<file path="config.mk">
export PLATFORM = sky130hd
export DESIGN_NAME = clock_enable_ctrl
export DESIGN_NICKNAME = d
export VERILOG_FILES = /design/src/rtl/clock_enable_ctrl.sv
export SDC_FILE = /design/constraint.sdc
export NUM_CORES = 1
export LEC_CHECK = 0
export ABC_AREA = 1
export CORE_ASPECT_RATIO = 0.6
export CORE_MARGIN = 1.5
export CORE_UTILIZATION = 50
export DETAILED_ROUTE_END_ITERATION = 16
export HOLD_SLACK_MARGIN = 0.1
export PLACE_DENSITY = 0.81
export SKIP_LAST_GASP = 1
export SYNTH_ARGS = -nofsm -noshare
export SYNTH_HDL_FRONTEND = slang
export SYNTH_SLANG_ARGS = --single-unit
</file>
<file path="constraint.sdc">
create_clock -name clk -period 2.2 [get_ports clk]
set_input_delay 0.44 -clock clk [delete_from_list [all_inputs] [get_ports clk]]
set_output_delay 0.44 -clock clk [all_outputs]
set_load 0.02 [all_outputs]
</file>
<file path="src/rtl/clock_enable_ctrl.sv">
// Run/halt/single-step timebase sequencer: emits a registered one-cycle clock-enable
// pulse every div_eff cycles while running, or exactly once per step request.
module clock_enable_ctrl #(
    parameter int unsigned DIV_WIDTH   = 8,
    parameter int unsigned DEFAULT_DIV = 1,
    parameter int unsigned TICK_WIDTH  = 16
) (
    input  logic                  clk,
    input  logic                  reset,
    input  logic [DIV_WIDTH-1:0]  div,
    input  logic                  cfg_load,
    input  logic                  run,
    input  logic                  halt,
    input  logic                  step,
    output logic                  ce,
    output logic [1:0]            state,
    output logic                  busy,
    output logic                  cfg_err,
    output logic [TICK_WIDTH-1:0] tick_count
);

    typedef enum logic [1:0] {
        StIdle = 2'b00,
        StRun  = 2'b01,
        StStep = 2'b10
    } state_e;

    localparam logic [DIV_WIDTH-1:0] ResetDiv =
        (DEFAULT_DIV == 0) ? DIV_WIDTH'(1) : DIV_WIDTH'(DEFAULT_DIV);

    state_e                state_q, state_d;
    logic [DIV_WIDTH-1:0]  cnt_q, cnt_d;
    logic [DIV_WIDTH-1:0]  div_q, div_d;
    logic                  ce_q, ce_d;
    logic                  cfg_err_q, cfg_err_d;
    logic [TICK_WIDTH-1:0] tick_q, tick_d;

    logic [DIV_WIDTH-1:0]  div_eff;
    logic                  terminal;

    // A zero ratio would never reach its terminal count, so treat it as 1.
    assign div_eff  = (div_q == '0) ? DIV_WIDTH'(1) : div_q;
    assign terminal = (cnt_q == div_eff - DIV_WIDTH'(1));

    always_comb begin
        state_d   = state_q;
        cnt_d     = cnt_q;
        div_d     = div_q;
        ce_d      = 1'b0;
        cfg_err_d = 1'b0;
        tick_d    = ce_q ? tick_q + TICK_WIDTH'(1) : tick_q;

        if (cfg_load) begin
            if (state_q == StIdle) begin
                div_d = div;
            end else begin
                cfg_err_d = 1'b1;
            end
        end

        unique case (state_q)
            StIdle: begin
                cnt_d = '0;
                if (halt) begin
                    state_d = StIdle;
                end else if (run) begin
                    state_d = StRun;
                end else if (step) begin
                    state_d = StStep;
                end
            end
            StRun: begin
                if (halt || !run) begin
                    state_d = StIdle;
                    cnt_d   = '0;
                end else if (terminal) begin
                    cnt_d = '0;
                    ce_d  = 1'b1;
                end else begin
                    cnt_d = cnt_q + DIV_WIDTH'(1);
                end
            end
            StStep: begin
                if (halt) begin
                    state_d = StIdle;
                    cnt_d   = '0;
                end else if (terminal) begin
                    // The single pulse and the return to idle share one edge.
                    state_d = StIdle;
                    cnt_d   = '0;
                    ce_d    = 1'b1;
                end else begin
                    cnt_d = cnt_q + DIV_WIDTH'(1);
                end
            end
            default: begin
                state_d = StIdle;
                cnt_d   = '0;
            end
        endcase
    end

    always_ff @(posedge clk) begin
        if (reset) begin
            state_q   <= StIdle;
            cnt_q     <= '0;
            div_q     <= ResetDiv;
            ce_q      <= 1'b0;
            cfg_err_q <= 1'b0;
            tick_q    <= '0;
        end else begin
            state_q   <= state_d;
            cnt_q     <= cnt_d;
            div_q     <= div_d;
            ce_q      <= ce_d;
            cfg_err_q <= cfg_err_d;
            tick_q    <= tick_d;
        end
    end

    assign ce         = ce_q;
    assign state      = state_q;
    assign busy       = (state_q != StIdle);
    assign cfg_err    = cfg_err_q;
    assign tick_count = tick_q;

endmodule

</file>
Word level (Yosys, flattened, before mapping)
Index checks and enable logic that the tools add are counted.
{ "totals": {"reg_bits": 36, "wordCells": 41, "out_inout_bits": 21} }
{ "classes": {"muxes": 17, "n_bitwise": 1, "addsub": 3, "n_reduce_logical": 8, "n_eq_ne": 6} }
{ "op_table": {"columns": ["cell", "n"], "rows": [
  ["$mux 8", 4],
  ["$add 16x1->16 const B", 1],
  ["$pmux 8 s2", 1],
  ["$mux 2", 6],
  ["$add 8x1->8 const B", 1],
  ["$eq 8x8->1", 1],
  ["$logic_not 8->1", 1],
  ["$sub 8x1->8 const B", 1],
  ["$pmux 2 s3", 1],
  ["$mux 1", 4],
  ["$ne 4x4->1 const B", 1],
  ["$ne 3x3->1 const B", 1],
  ["$reduce_and 3->1", 1],
  ["$eq 2x1->1 const B", 1],
  ["$eq 2x2->1 const B", 1],
  ["$logic_not 2->1", 1],
  ["$ne 2x2->1 const B", 1],
  ["$pmux 1 s2", 1],
  ["$reduce_and 2->1", 1],
  ["$reduce_bool 2->1", 1],
  ["$reduce_or 2->1", 1],
  ["$logic_not 1->1", 1],
  ["$logic_or 1x1->1", 1],
  ["$not 1->1", 1]
]} }

Longest topological paths before layout
Gate-level depths: netlist (run 1).
{ "depth": {"depth_word": 7, "depth_mapped": 20, "mapped_depth_nobuf": 20} }

Worst setup path before layout (run 1)
Ideal clock, no wire load.
{ "synth_path": {"path_kind": "register -> register", "start": "register div_q[3]", "end": "register state_q[0], in the netlist state[0]", "arrival_time_ps": 1851, "setup_ps": 115, "period_less_slack_ps": 1966, "slack_ps": 234, "stages_incl_launch_ff": 18, "t_required_ps": 2085, "n_path_buf": 0, "path_cell_list": "dfxtp_1 inv_2 nand2_2 nor2_4 nand2_2 nand2_1 inv_2 ha_1 xor2_1 nand3_1 nor2_1 nand2_1 nor2_1 nand2_2 nand2_2 nand3_1 nand2_1 nor2_1"} }
{ "synth_via": {"elab_chain_cells": 6} }
{ "synth_lines": {"columns": ["item", "line", "text"], "rows": [
  ["start, declared", "33", "logic [DIV_WIDTH-1:0] div_q, div_d;"],
  ["start signal, assigned", "107", "div_q <= ResetDiv;"],
  ["start signal, assigned", "114", "div_q <= div_d;"],
  ["$logic_not 8->1", "42", "assign div_eff = (div_q == '0) ? DIV_WIDTH'(1) : div_q;"],
  ["$mux 8 (*)", "42", null],
  ["$sub 8x1->8 (*)", "43", "assign terminal = (cnt_q == div_eff - DIV_WIDTH'(1));"],
  ["$eq 8x8->1 (*)", "43", null],
  ["$ne 3x3->1 (no source line) (*)", null, null],
  ["$reduce_and 3->1 (no source line) (*)", null, null],
  ["end signal, assigned", "105", "state_q <= StIdle;"],
  ["end signal, assigned", "112", "state_q <= state_d;"],
  ["end, declared", "31", "state_e state_q, state_d;"]
]} }
Mark *: on every way between the ends. The rest lies on a longest branch, timed or not.
A chain may end at the register's enable or synchronous reset.

Worst setup path after layout (run 1)
{ "layout_path": {"start": "register div_q[5]", "end": "register state_q[0], in the netlist state[0]"} }
The elaborated chain is that of the path after synthesis.

==> results.toml, run 1 <==
[synthesis]
syn_inst = 264
synth.top_cell.area_share_pct = 37.77
async_reset_ff_share_pct = 0
ys_ff_latch = 36
yosysWarnings = 0
synth-simple-area-share_pct = 33.38
synth_compound_area_share_pct = 10.49
ys_top_cells_by_count = "nand2_1 (46), dfxtp_1 (36), inv_1 (36)"
synth_top_area_cell = "dfxtp_1"
yosysSeqAreaShare_pct = 37.77
synth_most_common_cell = "nand2_1"
synthAdderAreaFrac_pct = 3.934
synth_edf_count = 0
synth_mux_area_share_pct = 0
synth_area_leaders = "dfxtp_1 (38%), nand2_1 (9.0%), inv_1 (7.1%), nor2_1 (5.7%), a21oi_1 (5.2%)"
synth_cell_types = 28
synth_area_um2 = 1908
synth_top_family_by_area = "simple AND/OR/NAND/NOR gates"
synthFlopType = "dfxtp_1"
syn_nets = 284
synth_xor_xnor_area_share_pct = 5.049
synth.avg_cell_area_um2 = 7.228

[clock_network]
cts_tree = "done"
cts_hold_buf = 0
htreeDepth = 2
root_buffer = "clkbuf_8"
clkLatencyLatePin_ns = 0.30
cts_made_buffers = 5
ctsLongestPathBuffers = 2
cts.sinks = 36
clk_pin_slew_ns = 0.07

[drt]
wl_per_cell_um = 12.33
drc = 0
drt_pass1_iterations = 4
via_count = 1779
viasPerCell = 4.983
wl_um = 4401
drt_iter0_markers = 136
ant_nets = 0

[global_route]
grt_max_degree = 14
gr-usage-all-layers_pct = 23.01
grt_first_pass_wirelength_um = 7017
grt_overflow = 0
grt_antenna_before_repair = 0
first_global_vias = 1527

[timing]
fin_setup_tns_ns = 0
setup_viol = 0
holdWs_ns = 0.4772
hold_violations = 0
rsz0062_at_grt = "yes"
min_period_ns = 2.106
skew_ns = 0.007241
finalCritPeriodShare_pct = 95.74
tightest_slew_ns = 0.2636
max_freq_mhz = 474.8
drv_slew = 0
max_slew_margin_pct = 82.37
layout_setup_ws_ns = 0.09377

[final_layout]
nets = 329
finalNonFillerCells = 357
drive_gt1_share_pct = 16.77
final_util_pct = 69.15
syn2layout_area_growth_pct = 32.59
insertedDiodeCount = 0
stdcell_area_um2 = 2530

[power]
p_total_mw = 1.699
p_leak_nw = 1.126
ir_drop_v = 0.0004100
power_density_nw_per_um2 = 671.5

[worst_setup_path]
slowest_stage = "dfxtp_2"
slowest_delay_ns = 0.34
cp.required_ns = 2.39
critPathKind = "register to register"
worst-path-max-fanout = 5
setup.worst_path.start_class = "register"
critPathCaptureType = "register"
crit_chain = "inv_2 > nand2_2 > nor2_4 > nand2_4 > nand2_4 > inv_2 > ha_4 > xor2_1 > nand3_1 > nor2_1 > nand2_1 > nor2_2 > nand2_2 > nand2_4 > nand3_1 > nand2_1 > nor2_1"
arrival_ns = 2.29
crit_top_cell = "nand2_4"

[floorplan]
coreArea_um2 = 3659
die_area_um2 = 4208
io-pin-count = 35
num_rows = 17
start_util_pct = 52.15
die_h_um = 50.85
die_w_um = 82.75

[placement]
dp_cells = 343
hpwl_um = 3022
port-buffer-count = 34
dpl-instance-area_um2 = 2308
gp_congestion = 0.9147
dpl_worst_slack_ns = 0.004362

[hold_path]
hold_path_class = "register to register"

[run]
maxCapViolations = 0

[run_status]
run_status = "completed"
## cell usage in the layout (no fill, tap or decap)
master / instances
dlymetal6s2s_1: 1
clkbuf_8: 7
nor3_1: 4
ha_1: 5
nand2_4: 5
nand3_1: 18
nand3_4: 1
dfxtp_2: 4
buf_4: 9
nand2_2: 4
nor3_2: 2
nand4_2: 1
o21ai_1: 1
nor2_2: 3
xnor2_1: 3
o21a_1: 3
clkdlybuf4s50_1: 33
o21ai_0: 13
nand2_1: 44
a21oi_1: 20
xor2_1: 8
ha_4: 1
o211ai_1: 1
nor2_4: 5
nor2_1: 27
inv_2: 8
nand4_1: 4
or2_1: 4
and3_4: 1
dfxtp_1: 32
nand3b_1: 3
inv_1: 34
bufinv_16: 1
## path summary, 6_finish.rpt
| kind | start | end | slack (ns) | depth (start not counted) |
|---|---|---|---|---|
| worst max register to register | div_q[5]$_SDFFE_PP0P_ | state[0]$_SDFFE_PP0P_ | 0.09 | 17 |
| worst min-delay path | div_q[6]$_SDFFE_PP0P_ | div_q[6]$_SDFFE_PP0P_ | 0.48 | 2 |
| worst max-delay path | div_q[5]$_SDFFE_PP0P_ | state[0]$_SDFFE_PP0P_ | 0.09 | 17 |
| worst min register to register | div_q[6]$_SDFFE_PP0P_ | div_q[6]$_SDFFE_PP0P_ | 0.48 | 2 |
## per-layer routing
metal,vias to the layer above,wire [µm],global-route usage [%]
li1,924,-,-
met1,796,2221,33.44
met2,51,1843,31.17
met3,8,268,6.607
met4,0,68,10.00
met5,-,0,0
## state kept, by name, indices dropped and copies added, names as in the netlist
signal and cells:
cfg_err 1, tick_count 16, state 2, ce 1
cnt_q 8, div_q 8
## power breakdown
| part | internal [mW] | switching, mW |
|---|---|---|
| combinational | 0.151 | 0.199 |
| sequential | 0.678 | 0.0217 |
| clock | 0.400 | 0.249 |
## worst max-delay path, delay by kind of cell, from the launching register on
kind / cells / cell delay, ns
xor+xnor: 1 / 0.13
fa+ha+maj: 1 / 0.25
buf+inv: 2 / 0.12
flops: 1 / 0.34
simple gates: 13 / 1.16
## final cells by class
class | count | area (µm²)
Timing Repair Buffer | 43 | 410.4
Clock buffer | 7 | 96.34
Tap cell | 47 | 58.81
Inverter | 42 | 157.7
Multi-Input combinational cell | 181 | 1051
Sequential cell | 36 | 725.7
Fill cell | 305 | 1129
Clock inverter | 1 | 30.03
## cell families (layout without fill, tap and decap cells)
group,Yosys count,count (layout)
AO/OA/AOI/OAI,38,38
XOR/XNOR,11,11
adder cells (fa/ha/maj),6,6
buffers and inverters,47,93
flip-flops,36,36
AND/OR/NAND/NOR,126,126
## timing repair
item / 4_1_cts / 5_1_grt
endpoints found under the setup margin: 6 / 11
pin swaps: 0 / 9
resized for setup: 2 / 15
setup buffers: 0 / 6
(Power assumes the default switching activity.)
==> run 2, diff against run 1 <==
--- a/config.mk
+++ b/config.mk
@@ -6,12 +6,13 @@
 export NUM_CORES = 1
 export LEC_CHECK = 0
 export ABC_AREA = 1
-export CORE_ASPECT_RATIO = 0.6
+export CORE_ASPECT_RATIO = 0.75
 export CORE_MARGIN = 1.5
 export CORE_UTILIZATION = 50
 export DETAILED_ROUTE_END_ITERATION = 16
 export HOLD_SLACK_MARGIN = 0.1
 export PLACE_DENSITY = 0.81
+export SETUP_SLACK_MARGIN = 0.5
 export SKIP_LAST_GASP = 1
 export SYNTH_ARGS = -nofsm -noshare
 export SYNTH_HDL_FRONTEND = slang
==> results.toml, run 2 (synthesis gave the netlist of run 1 again) <==
[power]
p_leak_nw = 1.248
p_sw_mw = 0.4749
p_comb_share_pct = 24.2
ir_drop_v = 0.0004902
seqPwrFrac_pct = 44.3
p_sw_share_pct = 30.17
p_clk_share_pct = 31.5
power_density_nw_per_um2 = 603.9
p_int_mw = 1.099

[worst_setup_path]
critPathCaptureType = "register"
worst-path-max-fanout = 6
critPathKind = "register to register"
r2r_start = "div_q[5]$_SDFFE_PP0P_"
arrival_ns = 2.24
setup.worst_path.start_class = "register"
cp-startpoint = "div_q[5]$_SDFFE_PP0P_"
cp.required_ns = 2.38

[floorplan]
die_area_um2 = 4200
coreArea_um2 = 3661
start_util_pct = 52.12
die_h_um = 56.50
num_rows = 19
die_w_um = 74.33
io-pin-count = 35

[global_route]
gr-usage-all-layers_pct = 22.56
first_global_vias = 1681
grt_overflow = 0
grt_max_degree = 20
grt_first_pass_wirelength_um = 7224
grt_antenna_before_repair = 0

[clock_network]
cts_hold_buf = 0
clkLatencyLatePin_ns = 0.29
cts_made_buffers = 5
cts_tree = "done"
clk_pin_slew_ns = 0.08
ctsLongestPathBuffers = 2
htreeDepth = 2
cts.sinks = 36
root_buffer = "clkbuf_8"

[final_layout]
insertedDiodeCount = 0
final_cell_mix = "nand2_1 (43), inv_1 (34), dfxtp_1 (27), nor2_1 (26), a21oi_1 (20)"
syn2layout_area_growth_pct = 36.59
mostFrequentLayoutCell = "nand2_1"
n_fill_cell = 304
largest_reg_flops = 16
drive_gt1_share_pct = 24.30
stdcell_area_um2 = 2606
nets = 340

[placement]
dpl-instance-area_um2 = 2326
hpwl_um = 3027
dpl_worst_slack_ns = 0.1738
port-buffer-count = 34
gp_congestion = 0.8722

[drt]
viasPerCell = 4.957
wl_per_cell_um = 12.40
drc = 0
wl_um = 4626
drt_iter0_markers = 70
drt_pass1_iterations = 4
via_count = 1849
ant_nets = 0

[timing]
fin_setup_tns_ns = 0
hold_violations = 0
min_period_ns = 2.061
tightest_slew_ns = 0.4045
holdWs_ns = 0.4758
skew_ns = 0.009177
max_slew_margin_pct = 72.97
finalCritPeriodShare_pct = 93.66
setup_viol = 0
max_freq_mhz = 485.3
drv_slew = 0
rsz0062_at_grt = "yes"
layout_setup_ws_ns = 0.1394

[hold_path]
hold_path_class = "register to register"
worstHoldStart = "tick_count[0]$_SDFFE_PP0P_"

[run]
maxCapViolations = 0

[run_status]
run_status = "completed"
[run 2: cell count changes in the layout (fill, tap and decap cells not counted), moves of 3 or more]
cell             change
nand3_2              +5
dfxtp_1              -5
buf_4               +10
dlygate4sd2_1       +19
nand2_2              +3
clkdlybuf4s50_1     -19
dfxtp_2              +4
nand3_1              -5
[run 2: path summary, 6_finish.rpt]
| kind | endpoint | slack [ns] | depth (start not counted) |
|---|---|---|---|
| hold reg to reg | tick_count[0]$_SDFFE_PP0P_ | 0.48 | 1 |
| setup / recovery | cnt_q[0]$_SDFF_PP0_ | 0.14 | 16 |
| hold / removal | tick_count[0]$_SDFFE_PP0P_ | 0.48 | 1 |
| setup reg to reg | cnt_q[0]$_SDFF_PP0_ | 0.14 | 16 |
[run 2: metal layers]
metal	global-route usage, %	routed length [µm]	vias to the layer above
li1	-	-	946
met1	29.79	2086	837
met2	35.59	2203	62
met3	5.386	289	4
met4	8.312	47	0
met5	0	0	-
[run 2: per-stage QoR]
step / power (mW) / cells / utilization [%]
CTS: 1.535 / 363 / 67.53
floorplan: 0.9171 / 264 / -
global placement: 0.9992 / 347 / 63.53
finish: 1.574 / 373 / 71.19
detailed placement: 1.004 / 347 / 63.53
global route: 1.655 / 373 / 71.19
[run 2: worst max-delay path, cell delays in order (launching register included)]
cell	delay, ns
dfxtp_2	0.33
inv_2	0.08
nand2_2	0.07
nor2_4	0.12
nand2_2	0.06
nand2_2	0.07
inv_2	0.05
ha_4	0.27
xor2_2	0.13
nand3_1	0.09
nor2_1	0.11
nand2_1	0.06
nor2_1	0.13
nand2_2	0.14
nand2_4	0.13
buf_4	0.11
nor2_2	0.02
[run 2: power groups by stage]
| stage | Sequential, mW | Clock, mW | Combinational (mW) |
|---|---|---|---|
| floorplan | 0.715 | 0 | 0.202 |
| global placement | 0.712 | 0 | 0.287 |
| detailed placement | 0.713 | 0 | 0.292 |
| CTS | 0.698 | 0.504 | 0.333 |
| global route | 0.701 | 0.538 | 0.416 |
| finish | 0.698 | 0.495 | 0.380 |
[run 2: final cells by class]
class	instances	area, µm²	area share, %
multi-input cells	181	1091	41.86
well taps	52	65.06	2.496
flip-flops and latches	36	734.5	28.18
repair buffers	54	465.4	17.86
inverters	42	157.7	6.049
clock buffers	6	82.58	3.169
clock inverters	2	10.01	0.3841
[run 2: repair_timing]
item | 4_1_cts | 5_1_grt
setup endpoints to repair | 31 | 17
buffers inserted | 8 | 10
pin swaps | 4 | 13
resized for setup | 27 | 19
